### config.mk
export PLATFORM = sky130hd
export DESIGN_NAME = hdc_class_search
export DESIGN_NICKNAME = d
export VERILOG_FILES = /design/src/rtl/hdc_pkg.sv /design/src/rtl/hdc_popcount_reg.sv /design/src/rtl/hdc_class_search.sv
export SDC_FILE = /design/constraint.sdc
export NUM_CORES = 1
export LEC_CHECK = 0
export BUFFER_PORTS_ARGS = -buffer_cell sky130_fd_sc_hd__buf_2
export CAP_MARGIN = 20
export CORE_MARGIN = 2
export CORE_UTILIZATION = 52
export DETAILED_ROUTE_END_ITERATION = 7
export PLACE_DENSITY = 0.77
export SKIP_LAST_GASP = 1
export SYNTH_ARGS = -nofsm -noshare
export SYNTH_HDL_FRONTEND = slang
export SYNTH_SLANG_ARGS = --single-unit
### constraint.sdc
create_clock -name clk -period 3.8 [get_ports clk]
set_clock_uncertainty 0.05 [all_clocks]
set_input_delay 0.38 -clock clk [delete_from_list [all_inputs] [get_ports clk]]
set_output_delay 0.38 -clock clk [all_outputs]
set_load 0.01 [all_outputs]
### src/rtl/hdc_pkg.sv
// Shared constants and FSM encoding for the HDC classification datapath.
package hdc_pkg;
  localparam int HV_DIM       = 8192;
  localparam int WORD_W       = 16;
  localparam int WORDS_PER_HV = HV_DIM / WORD_W;
  localparam int N_CLASSES    = 10;
  localparam int CLASS_W      = 4;
  localparam int DIST_W       = 14;
  localparam int P_ADDR_W     = 13;
  localparam int Q_ADDR_W     = 9;
  localparam int POP_W        = $clog2(WORD_W) + 1;

  localparam logic [P_ADDR_W-1:0] PROTO_BASE    = '0;
  localparam logic [DIST_W-1:0]   DIST_SENTINEL = '1;

  typedef enum logic [1:0] {
    ST_IDLE  = 2'd0,
    ST_ISSUE = 2'd1,
    ST_DRAIN = 2'd2,
    ST_DONE  = 2'd3
  } state_t;
endpackage

### src/rtl/hdc_popcount_reg.sv
// Registered population count of one memory word.
module hdc_popcount_reg
  import hdc_pkg::*;
(
  input  logic              clk,
  input  logic              rst_n,
  input  logic [WORD_W-1:0] word,
  output logic [POP_W-1:0]  count
);

  logic [POP_W-1:0] sum;

  always_comb begin
    sum = '0;
    for (int i = 0; i < WORD_W; i++) sum = sum + POP_W'(word[i]);
  end

  always_ff @(posedge clk or negedge rst_n) begin
    if (!rst_n) count <= '0;
    else        count <= sum;
  end

endmodule

### src/rtl/hdc_class_search.sv
// Streams the query and every class prototype, accumulates per-class Hamming
// distance and reports the nearest class with its distance and margin.
module hdc_class_search
  import hdc_pkg::*;
(
  input  logic                clk,
  input  logic                rst_n,
  input  logic                start,
  output logic                busy,
  output logic                done,
  output logic [CLASS_W-1:0]  best_class,
  output logic [DIST_W-1:0]   best_dist,
  output logic [DIST_W-1:0]   margin,
  output logic [Q_ADDR_W-1:0] q_addr,
  input  logic [WORD_W-1:0]   q_rdata,
  output logic [P_ADDR_W-1:0] p_addr,
  output logic                p_re,
  input  logic [WORD_W-1:0]   p_rdata,
  output logic                dist_valid,
  output logic [CLASS_W-1:0]  dist_class,
  output logic [DIST_W-1:0]   dist_value
);

  state_t              state;
  logic [1:0]          drain_cnt;
  logic [Q_ADDR_W-1:0] word_cnt;
  logic [CLASS_W-1:0]  class_cnt;
  logic                last_word, last_class, start_acc;

  // Handshake: start is a level sampled only in IDLE; done is a one-cycle
  // pulse, and results/dist_* stay stable until the next accepted start.
  assign last_word  = (word_cnt == Q_ADDR_W'(WORDS_PER_HV - 1));
  assign last_class = (class_cnt == CLASS_W'(N_CLASSES - 1));
  assign start_acc  = (state == ST_IDLE) && start;

  assign busy   = (state == ST_ISSUE) || (state == ST_DRAIN);
  assign done   = (state == ST_DONE);
  assign p_re   = (state == ST_ISSUE);
  assign q_addr = word_cnt;
  assign p_addr = PROTO_BASE + P_ADDR_W'(class_cnt) * P_ADDR_W'(WORDS_PER_HV)
                + P_ADDR_W'(word_cnt);

  always_ff @(posedge clk or negedge rst_n) begin
    if (!rst_n) begin
      state     <= ST_IDLE;
      drain_cnt <= '0;
      word_cnt  <= '0;
      class_cnt <= '0;
    end else begin
      case (state)
        ST_IDLE: if (start) begin
          state     <= ST_ISSUE;
          word_cnt  <= '0;
          class_cnt <= '0;
        end
        ST_ISSUE: begin
          // Counters park on the final address so q_addr/p_addr hold afterwards.
          if (last_word && last_class) begin
            state     <= ST_DRAIN;
            drain_cnt <= '0;
          end else if (last_word) begin
            word_cnt  <= '0;
            class_cnt <= class_cnt + 1'b1;
          end else begin
            word_cnt  <= word_cnt + 1'b1;
          end
        end
        ST_DRAIN: begin
          // Three cycles cover read latency, popcount register and accumulate.
          if (drain_cnt == 2'd2) state <= ST_DONE;
          else                   drain_cnt <= drain_cnt + 1'b1;
        end
        default: state <= ST_IDLE;
      endcase
    end
  end

  logic               s1_valid, s1_last, s2_valid, s2_last;
  logic [CLASS_W-1:0] s1_class, s2_class;
  logic [POP_W-1:0]   pop;
  logic [WORD_W-1:0]  xor_word;

  assign xor_word = q_rdata ^ p_rdata;

  always_ff @(posedge clk or negedge rst_n) begin
    if (!rst_n) begin
      s1_valid <= 1'b0;
      s1_last  <= 1'b0;
      s1_class <= '0;
      s2_valid <= 1'b0;
      s2_last  <= 1'b0;
      s2_class <= '0;
    end else begin
      s1_valid <= p_re;
      s1_last  <= last_word;
      s1_class <= class_cnt;
      s2_valid <= s1_valid;
      s2_last  <= s1_last;
      s2_class <= s1_class;
    end
  end

  hdc_popcount_reg u_popcount (
    .clk   (clk),
    .rst_n (rst_n),
    .word  (xor_word),
    .count (pop)
  );

  logic [DIST_W-1:0]  acc, dist_now, best_d, second_d;
  logic [CLASS_W-1:0] best_c;

  assign dist_now = acc + DIST_W'(pop);

  always_ff @(posedge clk or negedge rst_n) begin
    if (!rst_n) begin
      acc        <= '0;
      best_d     <= DIST_SENTINEL;
      second_d   <= DIST_SENTINEL;
      best_c     <= '0;
      dist_valid <= 1'b0;
      dist_class <= '0;
      dist_value <= '0;
      best_class <= '0;
      best_dist  <= '0;
      margin     <= '0;
    end else begin
      dist_valid <= 1'b0;
      if (start_acc) begin
        acc      <= '0;
        best_d   <= DIST_SENTINEL;
        second_d <= DIST_SENTINEL;
        best_c   <= '0;
      end else if (s2_valid) begin
        if (s2_last) begin
          acc        <= '0;
          dist_valid <= 1'b1;
          dist_class <= s2_class;
          dist_value <= dist_now;
          // Strict compares keep the lower class index on ties.
          if (dist_now < best_d) begin
            second_d <= best_d;
            best_d   <= dist_now;
            best_c   <= s2_class;
          end else if (dist_now < second_d) begin
            second_d <= dist_now;
          end
        end else begin
          acc <= dist_now;
        end
      end
      if (state == ST_DRAIN && drain_cnt == 2'd2) begin
        best_class <= best_c;
        best_dist  <= best_d;
        margin     <= second_d - best_d;
      end
    end
  end

endmodule

==> metrics.yaml, run 1 <==
timing:
  setup_ws_ns: 0.228
  final.min_clock_period_ns: 3.57
  final.hold.worst_slack_ns: 0.295
  slew_at_the_pin_with_the_worst_max_slew_slack_ns: 0.796
  maxSlewViolCount: 0
  setup_repair_after_global_routing_missed_its_margin: "yes"
  max_freq_mhz: 280
  timing.final.hold_violations: 0
  final_min_period_over_clock_period: 0.940
  timing.max_slew.rel_slack: 0.467
  finalSetupViolCount: 0
  fin_tns_setup_ns: 0
placement:
  routabilityCongestion: 0.860
  post-place-ws_ns: -0.193
  place.detailed.hpwl_microns: 12100
  placedCellCount: 1047
  port_buffers: 110
floorplanning:
  floorplan.die.width_microns: 125
  die_area_sq_mm: 0.0157
  die_h_microns: 125
  initial_utilization: 0.529
  site_rows: 44
  coreArea_sq_mm: 0.0144
  ioPinCount: 111
clock_network:
  clkSlewWorstSetupHoldPaths_ns: 0.05
  cts.sinks: 131
  clock_tree.root_cell: "clkbuf_16"
  cts_tree: "yes"
  tritoncts.num_buffers: 17
  clock_tree.buffer_depth: 2
  clkLatencyLatePin_ns: 0.42
  htree_levels: 4
setup_path:
  ff2ff_path_depth: 15
  cp-start-kind: "register"
  arrival_ns: 3.86
  worst_path_max_delay_cell: "fa_1"
  path_class: "register to register"
  regToRegEndpoint: "second_d[2]"
  setup.worst_path.end_class: "register"
  critPathMaxFanout: 14
  ff2ff_setup_slack_ns: 0.23
  data_required_time_of_the_critical_path_ns: 4.09
  critical_path.max_stage_delay_ns: 0.45
  path_cells: "ha_1 > fa_1 > a211oi_2 > o21bai_2 > nand2_1 > xor2_2 > inv_1 > ha_1 > nand2_1 > a2111oi_4 > buf_4 > a21o_1 > buf_12 > mux2i_1 > o21ai_1"
  rr_startpoint: "u_popcount.count[0]"
synthesis:
  postSynth.topFlopCell: "dfrtp_1"
  avgSynthCellArea_sq_um: 10.0
  async_reset_ff_frac: 1.00
  mappedNetlistArea_sq_mm: 0.00763
  number_of_instances_in_the_synthesized_netlist: 760
  ys_ff_latch: 131
  synth-edff-count: 0
  synth_sequential_area_ratio: 0.434
  synthDistinctLibCells: 56
  ys_warn_count: 0
  mappedNetlistNets: 865
power:
  clock_power_share: 0.299
  internal_power_uw: 3430
  power_per_cell_area_mw_per_mm2: 576
  irDropWorstVdd_mv: 0.329
  p_seq_frac: 0.306
  part_of_the_total_power_dissipated_in_combinational_logic: 0.395
  p_leak_uw: 0.00482
  swShare: 0.348
  net-switching-power_uw: 1830
job:
  cap_viol_max_count: 0
run_status:
  status: "finished, final reports clean"
layout:
  area_growth_pct: 19.7
  post_route_cells_drive_above_1_share: 0.254
  fin_util: 0.633
  nNetsFinal: 989
  insertedDiodeCount: 0
  final-instance-count-excl-fill: 1081
drt:
  drt_pass1_iterations: 5
  route.detailed.wl_per_inst_microns: 15.3
  via_count: 6006
  vias_per_cell: 5.56
  remaining_number_of_nets_flagged_by_the_antenna_check_after_routing: 0
  drt_initial_violations: 379
  drt-total-wl_microns: 16600
  post_route_drc: 0
hold_path:
  classification_of_the_worst_slack_hold_path: "register to register"
  holdCritStartpoint: "s1_class[1]"
  hold_depth: 0
  timing.hold.worst_endpoint: "s2_class[1]"
global_routing:
  grt_pass1_vias: 5994
  grt_antenna_before_repair: 0
  grt_first_pass_wirelength_microns: 28400
  global_route.usage.total: 0.222
  grt_overflow: 0
  pin_count_of_the_biggest_net_entering_global_routing: 87
per-layer routing:
layer  vias up  part of all wire  global-route usage
met2       163              0.49               0.370
met4         0             0.014              0.0725
met3        20             0.049              0.0518
li1       2909                 -                   -
met1      2914              0.45               0.288
met5         -                 0                   0
cell usage after synthesis (all sizes together), types with 7 or more instances:
cell type,n,area [sq um]
fa,12,240
a22oi,9,67.6
dfstp,28,736
a211oi,17,128
a41oi,9,78.8
nor2b,8,50.1
mux2,12,135
dfrtp,103,2580
and3,7,48.8
ha,58,726
a21oi,28,140
nand2b,7,43.8
nand2,92,348
clkbuf,20,75.1
a21o,13,97.6
nand4,11,68.8
xor2,20,175
mux2i,32,320
nor3,10,50.1
inv,59,221
nand3,8,40.0
buf,19,136
o21a,7,52.6
o21ai,60,300
nor2,34,128
xnor2,16,140
kinds of logic (layout without fill, tap and decap cells):
logic type,Yosys count,after routing,synth area share
XOR/XNOR,36,36,0.0413
multiplexers,44,44,0.0597
AO/OA/AOI/OAI,180,180,0.157
buffers and inverters,99,236,0.0572
AND/OR/NAND/NOR,200,200,0.124
flip-flops,131,131,0.434
adder cells (fa/ha/maj),70,70,0.127
power by group through the flow:
stage | Combinational, uW | Sequential [uW] | Clock [uW]
floorplan | 1330 | 1600 | 0
global placement | 1910 | 1620 | 0
detailed placement | 2010 | 1620 | 0
CTS | 2040 | 1600 | 1600
global route | 2380 | 1620 | 1660
finish | 2080 | 1610 | 1570
state kept, by name, indices dropped and copies added (netlist names), 5 cells and up:
signal	count
q_addr	9
dist_value	14
margin	14
acc	14
second_d	14
best_dist	14
best_d	14
u_popcount.count	5
final cells by class:
class | count | area, sq um
clock buffer | 28 | 527
clock inverter | 4 | 47.5
fill | 1160 | 5290
inverter | 60 | 225
multi-input combinational | 530 | 3930
sequential | 131 | 3310
tap | 184 | 230
timing repair buffer | 144 | 856
critical path, delay by kind of cell, from the launching register on:
| kind | cells | cell delay (ns) |
|---|---|---|
| XOR/XNOR | 1 | 0.21 |
| flip-flops | 1 | 0.38 |
| multiplexers | 1 | 0.24 |
| buffers and inverters | 3 | 0.42 |
| AND/OR/NAND/NOR | 2 | 0.21 |
| AO/OA/AOI/OAI | 5 | 1.00 |
| adder cells (fa/ha/maj) | 3 | 0.98 |
through the flow:
stage	area, sq um	total power, uW
4_1_cts	9050	5240
3_3_place_gp	8470	3530
5_1_grt	9130	5650
6_report	9130	5260
2_1_floorplan	7630	2930
3_5_place_dp	8470	3640
placed cells by master, fill, tap and decap left out, drive strengths merged, types with 3 or more instances in the layout:
cell type	instances
a211oi	17
a21o	13
a21oi	28
a22oi	9
a41oi	9
and2	4
and3	7
buf	143
clkbuf	28
clkinv	3
dfrtp	103
dfstp	28
fa	12
ha	58
inv	59
mux2	12
mux2i	32
nand2	92
nand2b	7
nand3	8
nand3b	5
nand4	11
nor2	34
nor2b	8
nor3	10
nor3b	5
o211ai	6
o21a	7
o21ai	60
o21bai	5
o31ai	6
or3	3
xnor2	16
xor2	20
worst max-delay path by stage:
stage | startpoint | to | slack (ns)
after detailed placement | p_rdata[1] | u_popcount.count[1] | -0.19
after global routing | acc[2] | second_d[13] | -0.008
after floorplan | p_rdata[1] | u_popcount.count[1] | 0.03
final | u_popcount.count[0] | second_d[2] | 0.23
after CTS | u_popcount.count[0] | second_d[2] | 0.08
after global placement | p_rdata[1] | u_popcount.count[1] | -0.13
what timing repair did:
action | CTS | global route
gates resized for setup | 0 | 9
endpoints found under the hold margin | 0 | 12
setup buffers | 0 | 0
hold buffers | 0 | 1
setup endpoints to repair | 0 | 31
Power figures use the tool's default switching activity.
==> run 2: changes to the inputs <==
Settings changed: SETUP_SLACK_MARGIN set to 0.4.
==> run 2 against run 1 <==
Net effect: power rose by 15%; via count is 8.3% higher; global-route usage up 1.4 points; fmax fell by 2.4%; sequential share of layout area down 2.5 points; sequential cell count unchanged; design area grew 7.3%; first-iteration DRC count rose by 39%; sequential power about the same; combinational power rose by 33%.
==> metrics.yaml, run 2 (synthesis gave the netlist of run 1 again) <==
run_status:
  status: "finished, final reports clean"
timing:
  final.min_clock_period_ns: 3.66
  slew_at_the_pin_with_the_worst_max_slew_slack_ns: 0.829
  max_freq_mhz: 273
  final_min_period_over_clock_period: 0.963
  finalSetupViolCount: 0
  timing.max_slew.rel_slack: 0.445
  setup_repair_after_global_routing_missed_its_margin: "yes"
  setup_ws_ns: 0.141
  maxSlewViolCount: 0
  timing.final.hold_violations: 0
setup_path:
  ff2ff_path_depth: 14
  critPathMaxFanout: 5
  path_depth: 14
  critPathTopFamily: "compound AO/OA/AOI/OAI gates"
  setup.worst_path.end_class: "register"
  cp-start-kind: "register"
  data_required_time_of_the_critical_path_ns: 4.08
  worst_path_max_delay_cell: "a221o_2"
  arrival_ns: 3.94
  path_class: "register to register"
  path_cells: "ha_2 > fa_2 > buf_4 > a21o_1 > a21oi_1 > xnor2_1 > buf_4 > ha_1 > o21ai_0 > a21oi_2 > a221o_2 > buf_6 > a41oi_2 > o21ai_1"
  critPathBufInv: 3
  ff2ff_setup_slack_ns: 0.14
  rr_startpoint: "u_popcount.count[0]"
  regToRegEndpoint: "second_d[13]"
  critical-path-top-cell-by-count: "buf_4"
  critical_path.max_stage_delay_ns: 0.47
clock_network:
  clkSlewWorstSetupHoldPaths_ns: 0.06
  cts.sinks: 131
  cts_tree: "yes"
  htree_levels: 4
  clkLatencyLatePin_ns: 0.41
  clock_tree.root_cell: "clkbuf_16"
  tritoncts.num_buffers: 17
  clock_tree.buffer_depth: 2
placement:
  port_buffers: 110
  place.detailed.hpwl_microns: 12000
  routabilityCongestion: 0.836
  post-place-ws_ns: -0.177
drt:
  drt-total-wl_microns: 20400
  drt_pass1_iterations: 6
  drt_initial_violations: 526
  remaining_number_of_nets_flagged_by_the_antenna_check_after_routing: 0
  route.detailed.wl_per_inst_microns: 18.5
  vias_per_cell: 5.90
  via_count: 6505
  post_route_drc: 0
layout:
  post_route_cells_drive_above_1_share: 0.337
  fillerInstances: 1019
  final_common_cell: "buf_2"
  nNetsFinal: 1011
  area_growth_pct: 28.4
  insertedDiodeCount: 0
  final_cell_mix: "buf_2, dfrtp_1, nand2_1"
  fin_util: 0.679
floorplanning:
  ioPinCount: 111
  coreArea_sq_mm: 0.0144
  site_rows: 44
  initial_utilization: 0.529
  die_area_sq_mm: 0.0157
  floorplan.die.width_microns: 125
  die_h_microns: 125
power:
  p_leak_uw: 0.00505
  net-switching-power_uw: 2230
  part_of_the_total_power_dissipated_in_combinational_logic: 0.458
  clock_power_share: 0.271
  internal_power_uw: 3820
  irDropWorstVdd_mv: 0.387
  swShare: 0.368
  power_per_cell_area_mw_per_mm2: 617
  p_seq_frac: 0.271
global_routing:
  pin_count_of_the_biggest_net_entering_global_routing: 83
  grt_overflow: 0
  grt_pass1_vias: 6304
  grt_first_pass_wirelength_microns: 30200
  global_route.usage.total: 0.236
  grt_antenna_before_repair: 0
job:
  cap_viol_max_count: 0
hold_path:
  holdCritStartpoint: "s1_last"
  timing.hold.worst_endpoint: "s2_last"
  hold_depth: 0
  classification_of_the_worst_slack_hold_path: "register to register"
==> run 2: cell count changes in the layout (fill, tap and decap cells not counted), sizes merged, moves of 2 or more <==
cell / change
clkinv: +4
bufinv: +2
clkbuf: -6
buf: +18
clkinvlp: +2
==> run 2: what timing repair did <==
action / 4_1_cts / 5_1_grt
gates cloned: 4 / 1
pin swaps: 20 / 25
endpoints found under the hold margin: 34 / 0
buffers inserted: 16 / 12
hold buffers: 1 / 0
setup endpoints to repair: 36 / 36
resized for setup: 37 / 45
==> run 2: area by class of cell <==
class | instances | area (sq um) | share of cell area
sequential | 131 | 3310 | 0.338
inverter | 60 | 229 | 0.0234
clock inverter | 11 | 135 | 0.0138
multi-input combinational | 532 | 4340 | 0.443
tap | 184 | 230 | 0.0235
clock buffer | 21 | 450 | 0.0460
timing repair buffer | 164 | 1100 | 0.112
==> run 2: worst max path at each step <==
| stage | startpoint | end | slack [ns] |
|---|---|---|---|
| floorplan | p_rdata[1] | u_popcount.count[1] | 0.03 |
| global placement | p_rdata[1] | u_popcount.count[1] | -0.11 |
| detailed placement | p_rdata[1] | u_popcount.count[1] | -0.18 |
| CTS | p_rdata[1] | u_popcount.count[1] | 0.27 |
| global route | u_popcount.count[0] | second_d[1] | 0.05 |
| finish | u_popcount.count[0] | second_d[13] | 0.14 |
==> run 2: per-layer routing <==
layer	share of wire	wire, microns	vias up	GRT usage
met5	0	0	-	0
met4	0.046	931	0	0.106
met3	0.058	1180	89	0.0488
met2	0.49	10000	296	0.393
met1	0.41	8290	3162	0.300
li1	-	-	2958	-
==> run 2: stage by stage <==
step | hold slack (ns) | instances | power, uW | setup TNS [ns] | instance area [sq um]
6_report | 0.300 | 1103 | 6050 | 0 | 9800
5_1_grt | 0.305 | 1103 | 6380 | 0 | 9800
4_1_cts | 0.301 | 1090 | 5530 | 0 | 9420
3_5_place_dp | 0.286 | 1037 | 3630 | -0.567 | 8450
3_3_place_gp | 0.283 | 1037 | 3540 | -0.300 | 8450
2_1_floorplan | 0.0344 | 760 | 3010 | 0 | 7670
==> run 2: power groups by stage <==
stage	clock (uW)	combinational, uW	sequential (uW)
final	1640	2770	1640
after global routing	1720	3020	1650
after CTS	1640	2270	1610
after detailed placement	0	2010	1620
after global placement	0	1920	1620
after floorplan	0	1410	1600
